[config.mk]
export PLATFORM = sky130hd
export DESIGN_NAME = vector_sequencer_ctrl
export DESIGN_NICKNAME = d
export VERILOG_FILES = /design/src/rtl/vec_ctrl_pkg.sv /design/src/rtl/vector_sequencer_ctrl_loop_counter.sv /design/src/rtl/vector_sequencer_ctrl.sv
export SDC_FILE = /design/constraint.sdc
export NUM_CORES = 1
export LEC_CHECK = 0
export ABC_AREA = 1
export CORE_MARGIN = 10
export CORE_UTILIZATION = 48
export DETAILED_ROUTE_END_ITERATION = 8
export HOLD_SLACK_MARGIN = 0.06
export MAX_ROUTING_LAYER = met4
export PLACE_DENSITY_LB_ADDON = 0.05
export SLEW_MARGIN = 0
export SYNTH_ARGS = -nofsm -noshare
export SYNTH_HDL_FRONTEND = slang
export SYNTH_SLANG_ARGS = --single-unit
[constraint.sdc]
create_clock -name clk -period 3.7 [get_ports clk]
set_input_delay 0.555 -clock clk [delete_from_list [all_inputs] [get_ports clk]]
set_output_delay 0.555 -clock clk [all_outputs]
set_load 0.02 [all_outputs]
[src/rtl/vec_ctrl_pkg.sv]
// Shared opcode map, write-back select codes and per-opcode control flags
// for the vector sequencer controller.
package vec_ctrl_pkg;

  localparam int OP_BITS = 4;

  typedef enum logic [OP_BITS-1:0] {
    END     = 4'd0,
    SETC    = 4'd1,
    DEC     = 4'd2,
    BNZ     = 4'd3,
    MATSET  = 4'd4,
    MATXOR  = 4'd5,
    SBOXROT = 4'd6,
    XORFL   = 4'd7,
    XORKEY  = 4'd8,
    MSHL    = 4'd9,
    MSUB    = 4'd10,
    MSHR    = 4'd11,
    MMIX    = 4'd12
  } opcode_e;

  localparam logic [1:0] RES_ALU = 2'd0;
  localparam logic [1:0] RES_MEM = 2'd1;

  typedef struct packed {
    logic       reg_write;
    logic       mem_write;
    logic [1:0] res_src;
    logic       multi_beat;
  } ctrl_flags_t;

  // Anything outside SETC..MMIX (END and the reserved tail) stops the program.
  function automatic logic isExecOp(input logic [OP_BITS-1:0] op);
    return (op >= 4'(SETC)) && (op <= 4'(MMIX));
  endfunction

  function automatic ctrl_flags_t decodeOp(input logic [OP_BITS-1:0] op);
    ctrl_flags_t flags;
    // NOTE: every field gets a default before the case so no path can infer a latch.
    flags = '0;
    flags.res_src = RES_ALU;
    case (op)
      SETC, DEC, BNZ: flags.reg_write = 1'b1;
      MATSET: begin
        flags.reg_write  = 1'b1;
        flags.multi_beat = 1'b1;
      end
      MATXOR: begin
        flags.reg_write  = 1'b1;
        flags.res_src    = RES_MEM;
        flags.multi_beat = 1'b1;
      end
      SBOXROT: begin
        flags.mem_write  = 1'b1;
        flags.res_src    = RES_MEM;
        flags.multi_beat = 1'b1;
      end
      XORFL, XORKEY: begin
        flags.res_src    = RES_MEM;
        flags.multi_beat = 1'b1;
      end
      MSHL, MSUB, MSHR, MMIX: flags.multi_beat = 1'b1;
      default: ;
    endcase
    return flags;
  endfunction

endpackage

[src/rtl/vector_sequencer_ctrl_loop_counter.sv]
// Program loop counter: loads a fixed start value, decrements with
// saturation at zero, and flags zero for the branch decision.
module loop_counter #(
  parameter int CNTW      = 4,
  parameter int LOOP_INIT = 10
) (
  input  logic            clk,
  input  logic            rst_n,
  input  logic            load,
  input  logic            dec,
  output logic [CNTW-1:0] count,
  output logic            zero
);

  logic [CNTW-1:0] countReg;

  // NOTE: sequential state uses non-blocking assignment so every flop samples pre-edge values.
  always_ff @(posedge clk or negedge rst_n) begin
    if (!rst_n) begin
      countReg <= '0;
    end else if (load) begin
      countReg <= CNTW'(LOOP_INIT);
    end else if (dec && (countReg != '0)) begin
      countReg <= countReg - 1'b1;
    end
  end

  assign count = countReg;
  assign zero  = (countReg == '0);

endmodule

[src/rtl/vector_sequencer_ctrl.sv]
// Multi-cycle opcode sequencer: accepts one opcode per handshake and drives
// per-beat datapath strobes, stretching matrix ops over BEATS lane beats.
module vector_sequencer_ctrl
  import vec_ctrl_pkg::*;
#(
  parameter int OPW            = 4,
  parameter int ALUW           = 4,
  parameter int LANES          = 16,
  parameter int LANES_PER_BEAT = 4,
  parameter int CNTW           = 4,
  parameter int LOOP_INIT      = 10,
  localparam int BEATS         = LANES / LANES_PER_BEAT,
  localparam int BW            = (BEATS > 1) ? $clog2(BEATS) : 1
) (
  input  logic            clk,
  input  logic            rst_n,
  input  logic            instr_valid,
  output logic            instr_ready,
  input  logic [OPW-1:0]  opcode,
  input  logic            ex_stall,
  output logic            op_active,
  output logic [ALUW-1:0] alu_control,
  output logic [1:0]      res_src,
  output logic            reg_write,
  output logic            mem_write,
  output logic            branch,
  output logic [BW-1:0]   beat_idx,
  output logic            last_beat,
  output logic [CNTW-1:0] loop_count,
  output logic            count_zero,
  output logic            halted
);

  localparam logic [1:0] S_IDLE = 2'd0;
  localparam logic [1:0] S_EXEC = 2'd1;
  localparam logic [1:0] S_HALT = 2'd2;

  localparam logic [BW-1:0] LAST_BEAT = BW'(BEATS - 1);

  logic [1:0]     state;
  logic [OPW-1:0] opReg;
  logic [BW-1:0]  beatReg;

  ctrl_flags_t flags;
  logic        inExec;
  logic        isLastBeat;
  logic        advance;
  logic        acceptSlot;
  logic        accept;
  logic        opcodeLegal;

  assign flags       = decodeOp(4'(opReg));
  assign inExec      = (state == S_EXEC);
  assign isLastBeat  = inExec && (flags.multi_beat ? (beatReg == LAST_BEAT) : (beatReg == '0));
  assign advance     = inExec && !ex_stall;
  // rst_n keeps ready low while reset is held even though state already reads IDLE.
  assign acceptSlot  = rst_n && ((state == S_IDLE) || (isLastBeat && !ex_stall));
  assign accept      = instr_valid && acceptSlot;
  assign opcodeLegal = ((opcode >> 4) == '0) && isExecOp(4'(opcode));

  always_ff @(posedge clk or negedge rst_n) begin
    if (!rst_n) begin
      state   <= S_IDLE;
      opReg   <= '0;
      beatReg <= '0;
    end else if (accept) begin
      state   <= opcodeLegal ? S_EXEC : S_HALT;
      opReg   <= opcode;
      beatReg <= '0;
    end else if (advance) begin
      if (isLastBeat) begin
        state   <= S_IDLE;
        beatReg <= '0;
      end else begin
        beatReg <= beatReg + 1'b1;
      end
    end
  end

  loop_counter #(
    .CNTW      (CNTW),
    .LOOP_INIT (LOOP_INIT)
  ) u_loopCounter (
    .clk   (clk),
    .rst_n (rst_n),
    .load  (advance && (4'(opReg) == 4'(SETC))),
    .dec   (advance && (4'(opReg) == 4'(DEC))),
    .count (loop_count),
    .zero  (count_zero)
  );

  assign instr_ready = acceptSlot;
  assign op_active   = inExec;
  assign alu_control = inExec ? ALUW'(opReg) : '0;
  assign res_src     = inExec ? flags.res_src : RES_ALU;
  assign reg_write   = advance && flags.reg_write;
  assign mem_write   = advance && flags.mem_write;
  assign branch      = inExec && (4'(opReg) == 4'(BNZ)) && !count_zero;
  assign beat_idx    = beatReg;
  assign last_beat   = isLastBeat;
  assign halted      = (state == S_HALT);

endmodule

* Word level (Yosys, flattened, before mapping)
Cells that the tools add are included.
Storage, ports and cells: register bits after elaboration 12, bits of input ports 8, word-level logic and storage cells 66, output and inout bits 20
Operators by class: $lt $le $gt $ge 2, multiplexer cells 16, reduce and logical (&&, ||, !) cells 27, add/sub/neg operators 2, eq/ne operators 15
Operators by type and width (number):
- 4-bit == test, second input constant | 5
- 4-bit by 3-bit == test with 1-bit output, second input constant | 4
- 2-bit 2-to-1 mux | 8
- 1-bit logical AND | 13
- 4-bit 2-to-1 mux | 3
- 9-bit OR reduction | 1
- 4-bit by 2-bit == test with 1-bit output, second input constant | 2
- 2-bit nonzero test | 3
- 1-bit 2-to-1 mux | 5
- 5-bit OR reduction | 1
- 2-bit == test, second input constant | 2
- 4-bit by 1-bit == test with 1-bit output, second input constant | 1
- 4-bit by 1-bit >= comparator with 1-bit output, second input constant | 1
- 4-bit less-or-equal comparator, second input constant | 1
- 2-bit logical NOT | 2
- 4-bit logical NOT | 1
- 4-bit nonzero test | 1
- 4-bit OR reduction | 1
- 4-bit by 1-bit subtractor with 4-bit output, second input constant | 1
- 2-bit by 1-bit adder with 2-bit output, second input constant | 1
- 2-bit by 1-bit == test with 1-bit output, second input constant | 1
- 1-bit logical NOT | 2
- 2-bit AND reduction | 1
- 1-bit logical OR | 1

* Depth between registers and ports, before layout
Gate-level depths: netlist of run 1.
word-level depth 11, depth in mapped cells 10, mapped depth without buffers 10

* Hierarchy
From an unflattened synthesis of run 1, not the netlist that was laid out.
Second synthesis, totals: cell total of the unflattened synthesis 121, area total of the unflattened synthesis 907.1 um2
Modules (own cells, without submodules):
- vector_sequencer_ctrl | seq. area each 200.2 um2, cells each 90, area each 645.6 um2, times used 1
- loop_counter | seq. area each 100.1 um2, cells each 31, area each 261.5 um2, times used 1

* Worst setup path after synthesis of run 1
OpenSTA, ideal clock, no wires.
path type reg-to-output, start reg u_loopCounter.countReg[0], in the netlist u_loopCounter.count[0], end out branch, path slack 1600 ps, buffers on the path 0, required time 3145 ps, stages on the path, launching flop included 6, arrival 1545 ps, cell sequence dfrtp_1 -> inv_1 -> ha_1 -> inv_1 -> nor3_1 -> nor2_1
Between the ends: longest elaborated chain between the ends 3
Ends and longest elaborated chain:
- from (decl) | line vector_sequencer_ctrl_loop_counter.sv:15 | logic [CNTW-1:0] countReg;
- from (signal assigned) | line vector_sequencer_ctrl_loop_counter.sv:22 | countReg <= CNTW'(LOOP_INIT);
- from (signal assigned) | line vector_sequencer_ctrl_loop_counter.sv:24 | countReg <= countReg - 1'b1;
- 4-bit logical NOT | line vector_sequencer_ctrl_loop_counter.sv:29 | assign zero = (countReg == '0);
- net count_zero | line vector_sequencer_ctrl.sv:30 | output logic count_zero,
- 1-bit logical NOT | line vector_sequencer_ctrl.sv:98 | assign branch = inExec && (4'(opReg) == 4'(BNZ)) && !count_zero;
- 1-bit logical AND | line vector_sequencer_ctrl.sv:98
- to (decl) | line vector_sequencer_ctrl.sv:26 | output logic branch,
The timed path passes the listed nets, and every way through them passes these cells.

* Final worst setup path of run 1
start in rst_n, end out instr_ready
Between the ends: longest elaborated chain between the ends 1
Ends and longest elaborated chain:
- from (decl) | line vector_sequencer_ctrl.sv:16 | input logic rst_n,
- 1-bit logical AND | line vector_sequencer_ctrl.sv:57 | assign acceptSlot = rst_n && ((state == S_IDLE) || (isLastBeat && !ex_stall));
- to (decl) | line vector_sequencer_ctrl.sv:18 | output logic instr_ready,
Every way passes these cells.

==> metrics.md, run 1 <==
| Metric | Value |
|---|---|
| WL final | 1790 microns |
| Full die area | 3900 sq um |
| Clock Skew | 0.00154 ns |
| CP startpoint kind | primary input |
| Via/cell ratio | 4.81 |
| Drt pass-1 iters | 4 |
| H-Tree Depth | 1 |
| Worst R2R Path Depth | 10 |
| Antenna violations before repair | 0 |
| P&R area growth vs syn | 37.5% |
| Worst VDD drop | 242 uV |
| Fin Setup TNS | 0 ns |
| Fin crit share | 71.5% |
| ANT cells | 0 |
| First-pass GRT wire length | 3040 microns |
| Largest cells by area after synthesis | dfrtp_1 35%, nand2_1 11%, inv_1 8.7%, nand3_4 6.1%, nand4_1 5.1% |
| Crit. Startpoint | rst_n |
| EDFF count, synth | 0 |
| Crit path cell chain | clkdlybuf4s50_1 -> buf_4 -> a21boi_0 -> clkdlybuf4s50_1 |
| Ys flop type | dfrtp_1 |
| I/O pins | 28 |
| Area leader, netlist | dfrtp_1 |
| Longest Clk Path Bufs | 2 |
| Setup Buffers After CTS | 0 |
| Cts repair resizes | 0 |
| Vias in the first global route | 697 |
| Final worst setup slack | 1.06 ns |
| Design Power | 0.000276 W |
| Average wire per standard cell | 10.6 microns |
| Hold WC Path Type | register to register |
| Port Buf Inserts | 26 |
| Critical path's slowest cell | clkdlybuf4s50_1 |
| Top cells by count, synth | 26 x nand2_1, 20 x inv_1, 12 x dfrtp_1 |
| Net Sw Power | 0.0000649 W |
| Worst r2r dst | u_loopCounter.count[3] |
| Critical path peak fanout | 20 |
| Top cell type's share of synthesized area | 34.7% |
| ANT nets after route | 0 |
| Initial DRC count | 17 |
| Critical Path RT | 3.14 ns |
| Synth Register Bits | 12 |
| Leak Pwr | 0.566 nW |
| GPL Wtd Cong | 0.758 |
| # rows | 15 |
| GRT overflow | 0 |
| Final Hold Fails | 0 |
| Largest net degree at the start of global routing | 21 |
| Cts bufs inserted | 3 |
| Detailed placer's ending HPWL | 1510 microns |
| Yosys warns | 0 |
| Largest stage delay on the critical path | 0.63 ns |
| Routed vias | 818 |
| Critical Path AT | 2.09 ns |
| Worst Setup EP | instr_ready |
| Setup CP Type | primary input to output port |
| Clock transition at path regs | 0.07 ns |
| Synth cell types | 26 |
| Share of cells above drive strength 1 | 13.8% |
| Nets@finish | 157 |
| Non-Filler Instances | 170 |
| Logic pwr share | 14.5% |
| Hold_ws | 0.528 ns |
| Final min period | 2.64 ns |
| Setup-failing EPs final | 0 |
| Fmax | 378 MHz |
| Placed Instances | 166 |
| DRC | 0 |
| CP endpoint kind | output port |
| Tot GR Track Use | 9.10% |
| CTS tree | done |
| Final-report max-slew violation count | 0 |
| Synth Instances | 116 |
| Internal power | 0.000211 W |
| Syn Area/Cell | 7.45 sq um |
| Die Y-Extent | 62.4 microns |
| Place WS | 1.03 ns |
| Syn Nets | 127 |
| Post-Synthesis Cell Area | 865 sq um |
| Pwr Density | 232 nW/um^2 |
| Switching share of power | 23.5% |
| Power share of the sequential group | 49.9% |
| # clock sinks | 12 |
| Ys async rst share | 100% |
| Die Wd | 62.4 microns |
| Root buffer cell | clkbuf_4 |
| Starting density of the core | 50.1% |
| Clock latency on the worst-skew pair | 0.26 ns |
| Core Area | 1730 sq um |
| Hold Buf Count CTS | 0 |
| Worst reg2reg setup slack | 2.09 ns |
| Most used cell, CP | clkdlybuf4s50_1 |
| Top-count cell post-synth | nand2_1 |
| Unrepaired setup endpoints after global routing | no |
| Max-cap violations | 0 |
| Worst R2R Start | u_loopCounter.count[0] |
| Status | finished clean |
| Register area share after synthesis | 34.7% |
| Clk network pwr share | 35.6% |
state kept, by name, summed over array words and instances, names as in the netlist:
name and flops:
opReg 4, u_loopCounter.count 4, beat_idx 2, state 2
layout make-up:
type	instances	area [sq um]
Tap cell	25	31.3
Clock buffer	4	36.3
Inverter	23	91.3
Sequential cell	12	300
Multi-Input combinational cell	79	462
Fill cell	167	538
Timing Repair Buffer	27	268
stage by stage:
| stage | util [%] | instance area, sq um |
|---|---|---|
| 2_1_floorplan | - | 865 |
| 3_5_place_dp | 66.7 | 1150 |
| 3_3_place_gp | 66.7 | 1150 |
| 6_report | 68.8 | 1190 |
| 5_1_grt | 68.8 | 1190 |
| 4_1_cts | 68.8 | 1190 |
power groups by stage:
stage	sequential (W)	combinational, W	clock [W]
final	0.000138	0.0000400	0.0000982
after global routing	0.000139	0.0000447	0.000111
after CTS	0.000138	0.0000405	0.000102
after detailed placement	0.000140	0.0000403	0
after global placement	0.000140	0.0000396	0
after floorplan	0.000141	0.0000211	0
cell families after synthesis:
logic type               after synthesis  synth area share, %
flip-flops                            12                 34.7
AND/OR/NAND/NOR                       64                 41.2
adder cells (fa/ha/maj)                3                 4.34
XOR/XNOR                               1                 1.01
buffers and inverters                 25                 11.9
AO/OA/AOI/OAI                         10                 6.37
other                                  1                0.434
worst min path at each step:
stage,from,to,slack (ns),cells past startpoint
after floorplan,rst_n,beat_idx[0],0.26,0
after global placement,opReg[0],opReg[0],0.51,2
after detailed placement,state[0],state[0],0.52,2
after CTS,state[0],state[0],0.53,2
after global routing,state[0],state[0],0.57,2
final,state[0],state[0],0.53,2
cell usage in the layout (no fill, tap or decap), types with 3 or more instances in the layout:
master / Yosys / routed
nand2_1: 26 / 26
clkdlybuf4s50_1: 0 / 26
inv_1: 20 / 20
dfrtp_1: 12 / 12
nor2_1: 9 / 9
nand4_1: 7 / 7
nand3_1: 6 / 6
o21ai_0: 6 / 6
nor3_1: 3 / 3
nand3_4: 3 / 3
ha_1: 3 / 3
clkbuf_4: 0 / 3
worst max-delay path: cells and delay by family:
family          cells  cell delay, ns
compound gates      1            0.21
buf+inv             3            1.33
routing by layer:
layer | up-vias | share of wire, % | GRT usage, %
met5 | - | 0 | -
met4 | 0 | 0.78 | 3.35
met3 | 2 | 8.5 | 3.41
met2 | 25 | 43 | 13.1
met1 | 363 | 47 | 11.3
li1 | 428 | - | -
Power figures use the tool's default switching activity.
==> run 2, diff against run 1 <==
--- a/config.mk
+++ b/config.mk
@@ -7,7 +7,7 @@
 export LEC_CHECK = 0
 export ABC_AREA = 1
 export CORE_MARGIN = 10
-export CORE_UTILIZATION = 48
+export CORE_UTILIZATION = 45
 export DETAILED_ROUTE_END_ITERATION = 8
 export HOLD_SLACK_MARGIN = 0.06
 export MAX_ROUTING_LAYER = met4
==> constraint.sdc (replaced) <==
create_clock -name clk -period 2.55 [get_ports clk]
set_input_delay 0.3825 -clock clk [delete_from_list [all_inputs] [get_ports clk]]
set_output_delay 0.3825 -clock clk [all_outputs]
set_load 0.02 [all_outputs]
==> metrics.md, run 2 (same netlist as run 1, synthesis figures left out) <==
| Metric | Value |
|---|---|
| Starting density of the core | 48.5% |
| Average wire per standard cell | 11.1 microns |
| Longest Clk Path Bufs | 2 |
| WL final | 1880 microns |
| Power share of the sequential group | 54.4% |
| Crit. Startpoint | opReg[0] |
| Final Hold Fails | 0 |
| Cts repair resizes | 0 |
| Final min period | 2.39 ns |
| Clock transition at path regs | 0.07 ns |
| GRT overflow | 0 |
| Hold WC Path Type | primary input to asynchronous set/reset pin |
| Commonest cells after routing, fill and taps aside | 26 x nand2_1, 26 x clkdlybuf4s50_1, 20 x inv_1, 12 x dfrtp_1, 9 x nor2_1 |
| ANT nets after route | 0 |
| Critical Path RT | 2.17 ns |
| Worst VDD drop | 237 uV |
| Internal power | 0.000274 W |
| CTS tree | done |
| Die Wd | 63.8 microns |
| Clk network pwr share | 29.6% |
| Leak Pwr | 0.559 nW |
| GPL Wtd Cong | 0.748 |
| P&R area growth vs syn | 35.9% |
| Switching share of power | 25.4% |
| # clock sinks | 12 |
| Critical path peak fanout | 4 |
| Core Area | 1780 sq um |
| Net Sw Power | 0.0000935 W |
| Drt pass-1 iters | 4 |
| CP endpoint kind | output port |
| Share of cells above drive strength 1 | 13.2% |
| Antenna violations before repair | 0 |
| Die Y-Extent | 63.8 microns |
| I/O pins | 28 |
| Fin Setup TNS | 0 ns |
| Setup Buffers After CTS | 0 |
| Initial DRC count | 23 |
| Root buffer cell | clkbuf_4 |
| Clock Skew | 0.00205 ns |
| CP startpoint kind | register |
| H-Tree Depth | 1 |
| Largest net degree at the start of global routing | 20 |
| ANT cells | 0 |
| Unrepaired setup endpoints after global routing | no |
| Final-report max-slew violation count | 0 |
| Clock latency on the worst-skew pair | 0.26 ns |
| Nets@finish | 157 |
| Fin crit share | 93.8% |
| Tot GR Track Use | 9.13% |
| Port Buf Inserts | 26 |
| Pwr Density | 313 nW/um^2 |
| Status | finished clean |
| Worst R2R Start | u_loopCounter.count[0] |
| Setup-failing EPs final | 0 |
| Setup CP Type | register to output port |
| Fmax | 418 MHz |
| Multi-input logic area | 462 sq um |
| Full die area | 4070 sq um |
| Fillers | 167 |
| Fin util | 65.9% |
| Via/cell ratio | 4.66 |
| First-pass GRT wire length | 3100 microns |
| # rows | 15 |
| Critical Path AT | 2.01 ns |
| Hold Buf Count CTS | 0 |
| Logic pwr share | 15.9% |
| Sequential cell area | 300 sq um |
| Detailed placer's ending HPWL | 1600 microns |
| Vias in the first global route | 750 |
| DRC | 0 |
| Cts bufs inserted | 3 |
| Worst reg2reg setup slack | 0.96 ns |
| Routed vias | 787 |
| Max-cap violations | 0 |
[run 2: cell count changes in the layout (fill, tap and decap cells not counted), sizes merged]
cell / change
clkbuf: -1
[run 2: final cells by class]
type | instances | area share, %
Inverter | 23 | 7.77
Multi-Input combinational cell | 79 | 39.3
Timing Repair Buffer | 27 | 22.8
Sequential cell | 12 | 25.6
Clock buffer | 3 | 1.92
Tap cell | 25 | 2.66
[run 2: path summary, 6_finish.rpt]
path                                          end  cells past startpoint
max                                   instr_ready                      6
min                        u_loopCounter.count[0]                      2
max reg2reg                u_loopCounter.count[3]                     10
min reg2reg                              opReg[0]                      2
max in group asynchronous                opReg[2]                      2
min in group clk                         opReg[0]                      2
[run 2: metal layers]
metal | vias up | GRT usage [%] | routed length [microns]
met4 | 0 | 3.28 | 26
met2 | 22 | 15.3 | 859
met3 | 5 | 2.61 | 131
met5 | - | - | 0
li1 | 424 | - | -
met1 | 336 | 10.1 | 864
[run 2: through the flow]
step                      instances  setup slack [ns]  power (W)  hold slack (ns)  area (sq um)
after floorplan                 116             0.620   0.000236           0.0869           865
after global placement          166             0.297   0.000261            0.515          1150
after detailed placement        166             0.286   0.000263            0.530          1150
after CTS                       169             0.131   0.000372            0.475          1170
after global routing            169          0.000245   0.000385            0.504          1170
final                           169             0.158   0.000368            0.476          1170
[run 2: power groups by stage]
stage	combinational, W	sequential, W	clock (W)
CTS	0.0000592	0.000200	0.000113
finish	0.0000586	0.000200	0.000109
floorplan	0.0000306	0.000205	0
global placement	0.0000576	0.000204	0
detailed placement	0.0000588	0.000204	0
global route	0.0000654	0.000201	0.000118
[run 2: critical path: stages (launching register included)]
cell	delay [ns]
dfrtp_1	0.41
nor2_1	0.18
nand2_1	0.09
nand4_1	0.12
nand4_2	0.15
a21boi_0	0.17
clkdlybuf4s50_1	0.63
==> run 3, diff against run 2 <==
--- a/config.mk
+++ b/config.mk
@@ -7,7 +7,7 @@
 export LEC_CHECK = 0
 export ABC_AREA = 1
 export CORE_MARGIN = 10
-export CORE_UTILIZATION = 45
+export CORE_UTILIZATION = 48
 export DETAILED_ROUTE_END_ITERATION = 8
 export HOLD_SLACK_MARGIN = 0.06
 export MAX_ROUTING_LAYER = met4
==> constraint.sdc (replaced) <==
create_clock -name clk -period 3.1 [get_ports clk]
set_input_delay 0.465 -clock clk [delete_from_list [all_inputs] [get_ports clk]]
set_output_delay 0.465 -clock clk [all_outputs]
set_load 0.02 [all_outputs]
==> metrics.md, run 3 (same netlist as run 1, synthesis figures left out) <==
| Metric | Value |
|---|---|
| Place WS | 0.662 ns |
| Non-Filler Instances | 170 |
| Critical path peak fanout | 4 |
| Average wire per standard cell | 11.1 microns |
| I/O pins | 28 |
| Fillers | 152 |
| Clock Skew | 0.00243 ns |
| DP Area | 1150 sq um |
| Starting density of the core | 50.1% |
| Die Wd | 62.4 microns |
| Pwr Density | 285 nW/um^2 |
| Final worst setup slack | 0.615 ns |
| GPL Wtd Cong | 0.767 |
| Crit path cell chain | nor2_1 -> nand2_1 -> nand4_1 -> nand4_2 -> a21boi_0 -> clkdlybuf4s50_1 |
| Buf/Inv on CP | 1 |
| First-pass GRT wire length | 3030 microns |
| Share of cells above drive strength 1 | 13.8% |
| Via/cell ratio | 4.75 |
| Cts bufs inserted | 3 |
| Hold WC Path Type | primary input to asynchronous set/reset pin |
| CTS tree | done |
| Crit path max-delay family | buffers and inverters |
| Fmax | 402 MHz |
| Final-report max-slew violation count | 0 |
| Port Buf Inserts | 26 |
| Core Area | 1730 sq um |
| Leak Pwr | 0.566 nW |
| Setup Buffers After CTS | 0 |
| Longest Clk Path Bufs | 2 |
| Fin crit share | 80.2% |
| Clock transition at path regs | 0.08 ns |
| Status | finished clean |
| Unrepaired setup endpoints after global routing | no |
| Max-cap violations | 0 |
| Final Hold Fails | 0 |
| Commonest cells after routing, fill and taps aside | 26 x nand2_1, 26 x clkdlybuf4s50_1, 20 x inv_1, 12 x dfrtp_1, 9 x nor2_1 |
| Hold_ws | 0.538 ns |
| Setup-failing EPs final | 0 |
| WL final | 1880 microns |
| # rows | 15 |
| H-Tree Depth | 1 |
| Largest net degree at the start of global routing | 20 |
| Critical Path RT | 2.63 ns |
| Final instance area | 1190 sq um |
| Final min period | 2.48 ns |
| Routed vias | 807 |
| Clock latency on the worst-skew pair | 0.28 ns |
| CP endpoint kind | output port |
| Worst R2R Path Depth | 10 |
| Initial DRC count | 20 |
| DRC | 0 |
| Fin Setup TNS | 0 ns |
| Setup CP Type | register to output port |
| Critical path depth in cells | 6 |
| Hold Buf Count CTS | 0 |
| Cts repair resizes | 0 |
| Die Y-Extent | 62.4 microns |
| Vias in the first global route | 730 |
| CP startpoint kind | register |
| Detailed placer's ending HPWL | 1570 microns |
| Drt pass-1 iters | 4 |
| Worst VDD drop | 256 uV |
| ANT cells | 0 |
| Critical path's slowest cell | clkdlybuf4s50_1 |
| Nets@finish | 157 |
| Largest stage delay on the critical path | 0.63 ns |
| ANT nets after route | 0 |
| Tot GR Track Use | 9.33% |
| GRT overflow | 0 |
| Antenna violations before repair | 0 |
| Full die area | 3900 sq um |
| Placed Instances | 166 |
| # clock sinks | 12 |
| Critical Path AT | 2.02 ns |
| Root buffer cell | clkbuf_4 |
| P&R area growth vs syn | 37.5% |
==> run 3: path summary, 6_finish.rpt <==
kind	slack, ns	startpoint	to
max reg2reg	1.52	u_loopCounter.count[0]	u_loopCounter.count[3]
max in group asynchronous	2.36	rst_n	u_loopCounter.count[3]
min	0.54	rst_n	state[0]
min reg2reg	0.54	opReg[0]	opReg[0]
min in group clk	0.54	opReg[0]	opReg[0]
max	0.62	opReg[0]	instr_ready
==> run 3: routing by layer <==
metal  global-route usage [%]  share of wire [%]  vias to the layer above
li1                         -                  -                      421
met1                     9.76                 47                      361
met2                     15.0                 45                       20
met3                     3.41                6.2                        5
met4                     5.03                2.1                        0
met5                        -                  0                        -
==> run 3: cell type report <==
| cell class | instances | area, sq um | share of cell area, % |
|---|---|---|---|
| clock buffers | 4 | 36.3 | 3.05 |
| well taps | 25 | 31.3 | 2.63 |
| flip-flops and latches | 12 | 300 | 25.3 |
| multi-input cells | 79 | 462 | 38.8 |
| inverters | 23 | 91.3 | 7.68 |
| repair buffers | 27 | 268 | 22.5 |
==> run 3: stage by stage <==
| stage | util [%] | total power [W] |
|---|---|---|
| 3_3_place_gp | 66.7 | 0.000215 |
| 5_1_grt | 68.8 | 0.000355 |
| 2_1_floorplan | - | 0.000194 |
| 4_1_cts | 68.8 | 0.000342 |
| 3_5_place_dp | 66.7 | 0.000216 |
| 6_report | 68.8 | 0.000339 |
==> run 3: power breakdown <==
part,leakage [nW],internal [W],switching [W],total [W]
registers,0.152,0.000160,0.00000407,0.000165
logic,0.393,0.0000202,0.0000276,0.0000478
clock network,0.0210,0.0000715,0.0000552,0.000127
